File: src/rtl/screen_sequencer.sv
// screen_sequencer: frame-synchronous screen/overlay controller.
// Picks which text layers are visible (title, how-to, HUD, game-over),
// runs the title menu cursor with blink, pulses game_reset on entry to
// PLAY and latches the final score. State only changes on frame_tick so
// every frame shows a complete overlay.
module screen_sequencer #(
   parameter int BLINK_FRAMES         = 30,
   parameter int HOWTO_TIMEOUT_FRAMES = 600,
   parameter int GAMEOVER_HOLD_FRAMES = 120,
   parameter int SCORE_W              = 10
) (
   input  logic               clk,
   input  logic               rst_n,
   input  logic               frame_tick,
   input  logic               btn_start,
   input  logic               btn_select,
   input  logic               hp_zero,
   input  logic [SCORE_W-1:0] score_in,
   output logic [1:0]         state,
   output logic               title_en,
   output logic               howto_en,
   output logic               hud_en,
   output logic               gameover_en,
   output logic               select_idx,
   output logic               sel_blink_on,
   output logic               game_run,
   output logic               game_reset,
   output logic [SCORE_W-1:0] final_score
);

   // Frame counter must hold the largest of the frame-count parameters.
   localparam int MAX_A      = (BLINK_FRAMES > HOWTO_TIMEOUT_FRAMES) ?
                               BLINK_FRAMES : HOWTO_TIMEOUT_FRAMES;
   localparam int MAX_FRAMES = (MAX_A > GAMEOVER_HOLD_FRAMES) ?
                               MAX_A : GAMEOVER_HOLD_FRAMES;
   localparam int CNT_W      = $clog2(MAX_FRAMES + 1);

   localparam logic [CNT_W-1:0] CNT_MAX    = {CNT_W{1'b1}};
   localparam logic [CNT_W-1:0] BLINK_LAST = CNT_W'(BLINK_FRAMES - 1);
   localparam logic [CNT_W-1:0] HOWTO_LAST = CNT_W'(HOWTO_TIMEOUT_FRAMES - 1);
   localparam logic [CNT_W-1:0] HOLD_CNT   = CNT_W'(GAMEOVER_HOLD_FRAMES);

   typedef enum logic [1:0] {
      S_TITLE = 2'd0,
      S_HOWTO = 2'd1,
      S_PLAY  = 2'd2,
      S_OVER  = 2'd3
   } state_t;

   state_t             state_reg, state_next;
   logic [CNT_W-1:0]   cnt_reg, cnt_next;
   logic               sel_reg, sel_next;
   logic               blink_reg, blink_next;
   logic               start_pend_reg, start_pend_next;
   logic               select_pend_reg, select_pend_next;
   logic               prev_start_reg, prev_select_reg;
   logic [SCORE_W-1:0] final_reg, final_next;
   logic               game_reset_reg, game_reset_next;
   logic               title_en_reg, howto_en_reg, hud_en_reg, gameover_en_reg;
   logic               game_run_reg;
   logic               start_edge, select_edge;
   logic [CNT_W-1:0]   cnt_inc;

   assign start_edge  = btn_start  & ~prev_start_reg;
   assign select_edge = btn_select & ~prev_select_reg;
   assign cnt_inc     = (cnt_reg == CNT_MAX) ? cnt_reg : cnt_reg + 1'b1;

   // Next-state, counter, cursor and capture logic; decisions only on frame_tick.
   always_comb begin
      state_next      = state_reg;
      cnt_next        = cnt_reg;
      sel_next        = sel_reg;
      blink_next      = blink_reg;
      final_next      = final_reg;
      game_reset_next = 1'b0;
      // A new edge survives the tick it coincides with; everything else
      // pending is dropped on every tick whether it was used or not.
      start_pend_next  = start_edge  | (start_pend_reg  & ~frame_tick);
      select_pend_next = select_edge | (select_pend_reg & ~frame_tick);

      if (frame_tick) begin
         case (state_reg)
            S_TITLE: begin
               if (start_pend_reg) begin
                  state_next = sel_reg ? S_HOWTO : S_PLAY;
               end else if (select_pend_reg) begin
                  sel_next   = ~sel_reg;
                  blink_next = 1'b1;
                  cnt_next   = '0;
               end else if (cnt_reg == BLINK_LAST) begin
                  cnt_next   = '0;
                  blink_next = ~blink_reg;
               end else begin
                  cnt_next = cnt_inc;
               end
            end
            S_HOWTO: begin
               if (start_pend_reg || (cnt_reg == HOWTO_LAST)) begin
                  state_next = S_TITLE;
               end else begin
                  cnt_next = cnt_inc;
               end
            end
            S_PLAY: begin
               if (hp_zero) begin
                  state_next = S_OVER;
                  final_next = score_in;
               end else begin
                  cnt_next = cnt_inc;
               end
            end
            default: begin
               if (start_pend_reg && (cnt_reg >= HOLD_CNT)) begin
                  state_next = S_TITLE;
               end else begin
                  cnt_next = cnt_inc;
               end
            end
         endcase

         if (state_next != state_reg) begin
            cnt_next = '0;
            if (state_next == S_TITLE) begin
               sel_next   = 1'b0;
               blink_next = 1'b1;
            end
            if (state_next == S_PLAY) begin
               game_reset_next = 1'b1;
            end
         end
      end
   end

   // State, counters, flags and registered output decode.
   always_ff @(posedge clk or negedge rst_n) begin
      if (!rst_n) begin
         state_reg       <= S_TITLE;
         cnt_reg         <= '0;
         sel_reg         <= 1'b0;
         blink_reg       <= 1'b1;
         start_pend_reg  <= 1'b0;
         select_pend_reg <= 1'b0;
         prev_start_reg  <= 1'b0;
         prev_select_reg <= 1'b0;
         final_reg       <= '0;
         game_reset_reg  <= 1'b0;
         title_en_reg    <= 1'b1;
         howto_en_reg    <= 1'b0;
         hud_en_reg      <= 1'b0;
         gameover_en_reg <= 1'b0;
         game_run_reg    <= 1'b0;
      end else begin
         state_reg       <= state_next;
         cnt_reg         <= cnt_next;
         sel_reg         <= sel_next;
         blink_reg       <= blink_next;
         start_pend_reg  <= start_pend_next;
         select_pend_reg <= select_pend_next;
         prev_start_reg  <= btn_start;
         prev_select_reg <= btn_select;
         final_reg       <= final_next;
         game_reset_reg  <= game_reset_next;
         title_en_reg    <= (state_next == S_TITLE);
         howto_en_reg    <= (state_next == S_HOWTO);
         hud_en_reg      <= (state_next == S_PLAY);
         gameover_en_reg <= (state_next == S_OVER);
         game_run_reg    <= (state_next == S_PLAY);
      end
   end

   assign state        = state_reg;
   assign title_en     = title_en_reg;
   assign howto_en     = howto_en_reg;
   assign hud_en       = hud_en_reg;
   assign gameover_en  = gameover_en_reg;
   assign select_idx   = sel_reg;
   assign sel_blink_on = blink_reg;
   assign game_run     = game_run_reg;
   assign game_reset   = game_reset_reg;
   assign final_score  = final_reg;

endmodule

File: config.mk
export PLATFORM = sky130hd
export DESIGN_NAME = screen_sequencer
export DESIGN_NICKNAME = d
export VERILOG_FILES = /design/src/rtl/screen_sequencer.sv
export SDC_FILE = /design/constraint.sdc
export NUM_CORES = 1
export LEC_CHECK = 0
export CAP_MARGIN = 0
export CORE_ASPECT_RATIO = 1.25
export CORE_UTILIZATION = 45
export CTS_CLUSTER_DIAMETER = 100
export DETAILED_ROUTE_END_ITERATION = 10
export GPL_ROUTABILITY_DRIVEN = 0
export GPL_TIMING_DRIVEN = 1
export MAX_ROUTING_LAYER = met4
export PLACE_DENSITY = 0.7
export SYNTH_ARGS = -nofsm -noshare
export SYNTH_HDL_FRONTEND = slang
export SYNTH_SLANG_ARGS = --single-unit
File: constraint.sdc
create_clock -name clk -period 3.1 [get_ports clk]
set_clock_uncertainty 0.15 [all_clocks]
set_input_delay 0.62 -clock clk [delete_from_list [all_inputs] [get_ports clk]]
set_output_delay 0.62 -clock clk [all_outputs]
set_load 0.01 [all_outputs]
======== Yosys cells after proc, flatten, opt, wreduce, memory -nomap -nowiden ========
Index checks and enable logic that the tools add are counted.
W data, S select, Z words.
storage, ports and cells
  flip-flop bits (word level) ............. 33
cells by class
  muxes and demuxes ....................... 31
  reductions and logical operators ........ 7
  bitwise operators ....................... 11
  add/subtract/negate cells ............... 1
  order comparisons ....................... 1
  eq/ne operators ......................... 14
operators by type and width
  cell                     number
  $mux W10                 8
  $pmux W10 S3             1
  $eq A10 B10 Y1 const B   2
  $mux W1                  14
  $mux W2                  7
  $add A10 B1 Y10 const B  1
  $eq A10 B5 Y1 const B    1
  $ge A10 B7 Y1 const B    1
  $ne A3 B3 Y1 const B     3
  $eq A2 B2 Y1 const B     4
  $logic_not A2 Y1         3
  $pmux W2 S3              1
  $ne A5 B1 Y1 const B     1
  $not A1 Y1               5
  $reduce_and A5 Y1        1
  $and A1 B1 Y1            4
  $eq A2 B1 Y1 const B     2
  $reduce_and A3 Y1        1
  $ne A2 B2 Y1             1
  $or A1 B1 Y1             2
  $logic_and A1 B1 Y1      1
  $logic_or A1 B1 Y1       1

======== Depth between registers and ports, before layout ========
  word-level depth ........................ 9
  gate-level depth with buffers ........... 10
  gate-level depth less buffers ........... 8

======== Least setup slack after synthesis ========
Ideal clock, no wire load.
  kind .................................... register -> register
  start ................................... register state_reg[0] (netlist: state[0])
  end ..................................... register cnt_reg[3]
  library setup time ...................... 0.126 ns
  path buffers ............................ 1
  required time ........................... 2.824 ns
  slack ................................... 0.595 ns
  stages on the path, launching flop included .. 10
  period minus slack after synthesis ...... 2.505 ns
  arrival time ............................ 2.229 ns
  cell sequence ........................... dfrtp_1 -> clkbuf_8 -> inv_1 -> ha_1 -> a21boi_0 -> or4_1 -> o311ai_2 -> a211o_4 -> o21ai_2 -> a221o_1
between the ends
  word-level cells in the longest chain between the ends .. 6
  elaborated cells between the ends (all ways) .. 17
ends and longest elaborated chain
  item                                                    RTL line  source
  start: declaration                                      50        state_t state_reg, state_next;
  start signal: assignment                                153       state_reg <= state_next;
  $eq A2 B2 Y1 (tied with other cells)                    82        case (state_reg)
  $pmux W2 S3                                             82
  $mux W2                                                 81        if (frame_tick) begin
  $ne A2 B2 Y1                                            121       if (state_next != state_reg) begin
  $ne A5 B1 Y1 (no line) or $ne A3 B3 Y1 (tied branches)  n/a
  $reduce_and A5 Y1 (no line)                             n/a
  end signal: assignment                                  154       cnt_reg <= cnt_next;
  end: declaration                                        51        logic [CNT_W-1:0] cnt_reg, cnt_next;
Parallel ways exist; a longest one is shown, timed or not. The select of a mux whose other input is x is not followed.
A chain may end at the register's enable or synchronous reset.

======== Final worst setup path ========
  start ................................... register cnt_reg[0]
  end ..................................... register cnt_reg[0]
between the ends
  word-level cells in the longest chain between the ends .. 8
  elaborated cells between the ends (all ways) .. 26
ends and longest elaborated chain
  item                                                       RTL line
  $ge A10 B7 Y1 or $eq A10 B10 Y1 (tied branches)            113, 98
  $logic_and A1 B1 Y1 or $logic_or A1 B1 Y1 (tied branches)  113, 98
  $mux W2 (on tied branches)                                 113, 98
  $pmux W2 S3                                                82
  $mux W2                                                    81
  $ne A2 B2 Y1                                               121
  $ne A5 B1 Y1 (no line) or $ne A3 B3 Y1 (tied branches)     n/a
  $reduce_and A5 Y1 (no line)                                n/a
Parallel ways exist; a longest one is shown, timed or not. The select of a mux whose other input is x is not followed.

==> flow_metrics.py <==
metrics = {
    "outcome": {
        "status": "finished, final reports clean",
    },
    "run": {
        "drv_cap": 0,
    },
    "synth": {
        "synth_flop_cell": "dfrtp_1",
        "ys_top_cells_by_area": "dfrtp_1 39%, mux2_2 6.8%, ha_1 5.0%",
        "syn-num-nets": 212,
        "synthCells": 188,
        "synth_top_area_cell": "dfrtp_1",
        "yosys_warnings": 0,
        "syn_area_um2": 1990,
        "synth-edff-count": 0,
        "synth_top_area_frac": 0.390,
        "yosysSeqAreaShare": 0.416,
        "syn_avg_cell_area_um2": 10.6,
        "synthArstFlopShare": 1.00,
        "ys_types": 60,
        "ys_ff_latch": 33,
    },
    "timing": {
        "whs_ps": 263,
        "rsz0062_at_grt": "false",
        "drv_slew": 0,
        "tightest_slew_ps": 665,
        "tns_ps": 0,
        "maxSlewHeadroom": 0.557,
        "period_needed_ps": 2690,
        "hold_violations": 0,
        "fin_crit_sh": 0.867,
        "setup_viol": 0,
        "fmax_mhz": 372,
    },
    "layout": {
        "drive_above_1_share": 0.203,
        "finalNetCount": 251,
        "syn_to_final_growth_pct": 23.6,
        "antennaDiodeCount": 0,
    },
    "clock_network": {
        "cts.sinks": 33,
        "cts_max_path_buffers": 2,
        "cts_tree": "built",
        "numCtsBuffers": 5,
        "cts_hold_buf": 0,
        "ctsHtreeMaxLevel": 2,
        "clk_pin_slew_ps": 70,
        "post_cts_resize_count": 0,
        "clkLatencyLatePin_ps": 280,
        "cts-root-buf": "clkbuf_8",
        "cts_setup_buffers": 0,
    },
    "global_routing": {
        "met1_usage": 0.268,
        "grt-busiest-layer": "met2",
        "grt_max_degree": 34,
        "grt_use_met3": 0.0560,
        "antenna_found_initial": 0,
        "grt_first_pass_wirelength_mm": 7.29,
        "grtUsageMet2": 0.322,
        "overflow": 0,
        "grt_usage": 0.211,
        "grt_pass1_vias": 1593,
    },
    "worst_setup_path": {
        "cp-start-kind": "register",
        "worstPathRequired_ps": 3120,
        "timing.rr.start": "cnt_reg[0]",
        "cp_slowest_cell": "o221ai_1",
        "crit_arrival_ps": 2710,
        "worstSetupEndpointType": "register",
        "cp-endpoint": "cnt_reg[0]",
        "cp_cell_sequence": "ha_1 > nand3_1 > or4_4 > o221ai_1 > nor3_1 > a22oi_1 > o22ai_1",
        "startpoint": "cnt_reg[0]",
        "r2r_cells": 7,
        "reg2reg_slack_ps": 410,
        "r2r-end": "cnt_reg[0]",
        "crit_fanout": 7,
        "crit_type": "register to register",
        "cp_slowest_stage_delay_ps": 550,
    },
    "floorplanning": {
        "row_count": 26,
        "design.core.area_um2": 4160,
        "die_area_um2": 4700,
        "die-height_um": 76.4,
        "die_x_um": 61.5,
        "initial_core_util": 0.478,
        "ios": 36,
    },
    "power": {
        "power_frac_seq": 0.294,
        "pwr-share-clk": 0.148,
        "switching_share": 0.392,
        "p_leak_uw": 0.000994,
        "intPower_uw": 1370,
        "comb_power_share": 0.558,
        "switching_power_uw": 887,
        "p_per_area_nw_per_um2": 919,
        "irDropWorstVdd_v": 0.000556,
    },
    "routing": {
        "vias": 1620,
        "ant_nets": 0,
        "wirelength_mm": 4.34,
        "dr.first_iter.drc_count": 131,
        "wire_per_inst_um": 15.3,
        "drtPass1Iterations": 4,
        "vias_per_cell": 5.72,
        "drcViolationCount": 0,
    },
    "placement": {
        "port_buffers": 35,
        "dp_hpwl_mm": 3.24,
    },
    "worst_hold_path": {
        "hp-class": "register to register",
    },
}
critical path, delay by kind of cell (launching register included):
| kind | cells | cell delay (ps) |
|---|---|---|
| AOI/OAI and AO/OA | 3 | 840 |
| adders and majority gates | 1 | 310 |
| DFF | 1 | 420 |
| and+or+nand+nor | 3 | 840 |
routing by layer:
metal,up-vias,routed length [um]
met5,-,0
li1,780,-
met2,55,2150
met4,0,52
met3,7,247
met1,778,1890
cells in the mapped netlist (3+ instances only):
library cell  instances
o22ai_1               4
nor2_1                8
o21a_1                3
a21oi_1               9
dfrtp_1              31
mux2_2               12
buf_4                 3
nand3_1              10
ha_1                  8
inv_1                13
nor3_1                7
nand2_1              15
o211ai_1              3
power by group through the flow:
stage	registers [uW]	logic, uW	clock network (uW)
global placement	670	1250	0
CTS	667	1270	348
detailed placement	674	1270	0
global route	683	1370	360
finish	664	1260	334
floorplan	729	793	0
through the flow:
step | area [um2] | total power [uW] | worst slack (ps) | std cells | util
2_1_floorplan | 1990 | 1520 | 595 | 188 | -
3_3_place_gp | 2370 | 1920 | 239 | 276 | 0.569
3_5_place_dp | 2370 | 1940 | 198 | 276 | 0.569
4_1_cts | 2460 | 2290 | 401 | 283 | 0.591
5_1_grt | 2460 | 2410 | 254 | 283 | 0.591
6_report | 2460 | 2260 | 411 | 283 | 0.591
logic make-up (layout without fill, tap and decap cells):
family | Yosys count | count (layout) | synth area share
AOI/OAI and AO/OA | 48 | 48 | 0.209
xor gates and xnor gates | 1 | 1 | 0.00440
adders and majority gates | 8 | 8 | 0.0503
buffers and inverters | 21 | 60 | 0.0635
DFF | 33 | 33 | 0.416
muxes | 13 | 13 | 0.0754
and+or+nand+nor | 64 | 64 | 0.181
worst min-delay path by stage:
stage / startpoint / to / slack [ps] / cells past startpoint
global placement: prev_select_reg / select_pend_reg / 250 / 1
floorplan: rst_n / cnt_reg[0] / 170 / 0
detailed placement: prev_start_reg / start_pend_reg / 260 / 1
CTS: prev_select_reg / select_pend_reg / 270 / 1
finish: prev_select_reg / select_pend_reg / 260 / 1
global route: prev_select_reg / select_pend_reg / 270 / 1
final cells by class:
class	instances	area (um2)
repair buffers	40	388
well taps	56	70.1
clock buffers	6	82.6
fillers	392	1700
flip-flops and latches	33	828
clock inverters	1	7.51
multi-input cells	134	1040
inverters	13	48.8
layout by cell type (no fill, tap or decap), types with 2 or more instances in the layout:
master and count:
nor2_1 8, nand3_1 10, dfrtp_1 31, inv_1 13, o21a_1 3, and2_1 2, mux2_2 12, ha_1 8
nor2b_1 2, buf_4 5, and3_1 2, nor4_1 2, a221o_1 2, a211o_1 2, o21ai_1 2, o221ai_1 2
o21ai_2 2, clkbuf_8 6, clkdlybuf4s50_1 35, nand4_1 2, o211ai_1 3, a31oi_1 2, dfstp_2 2, o21ai_0 2
nand2_1 15, nor3_1 7, o22ai_1 4, a21oi_1 9
(Power assumes the default switching activity.)
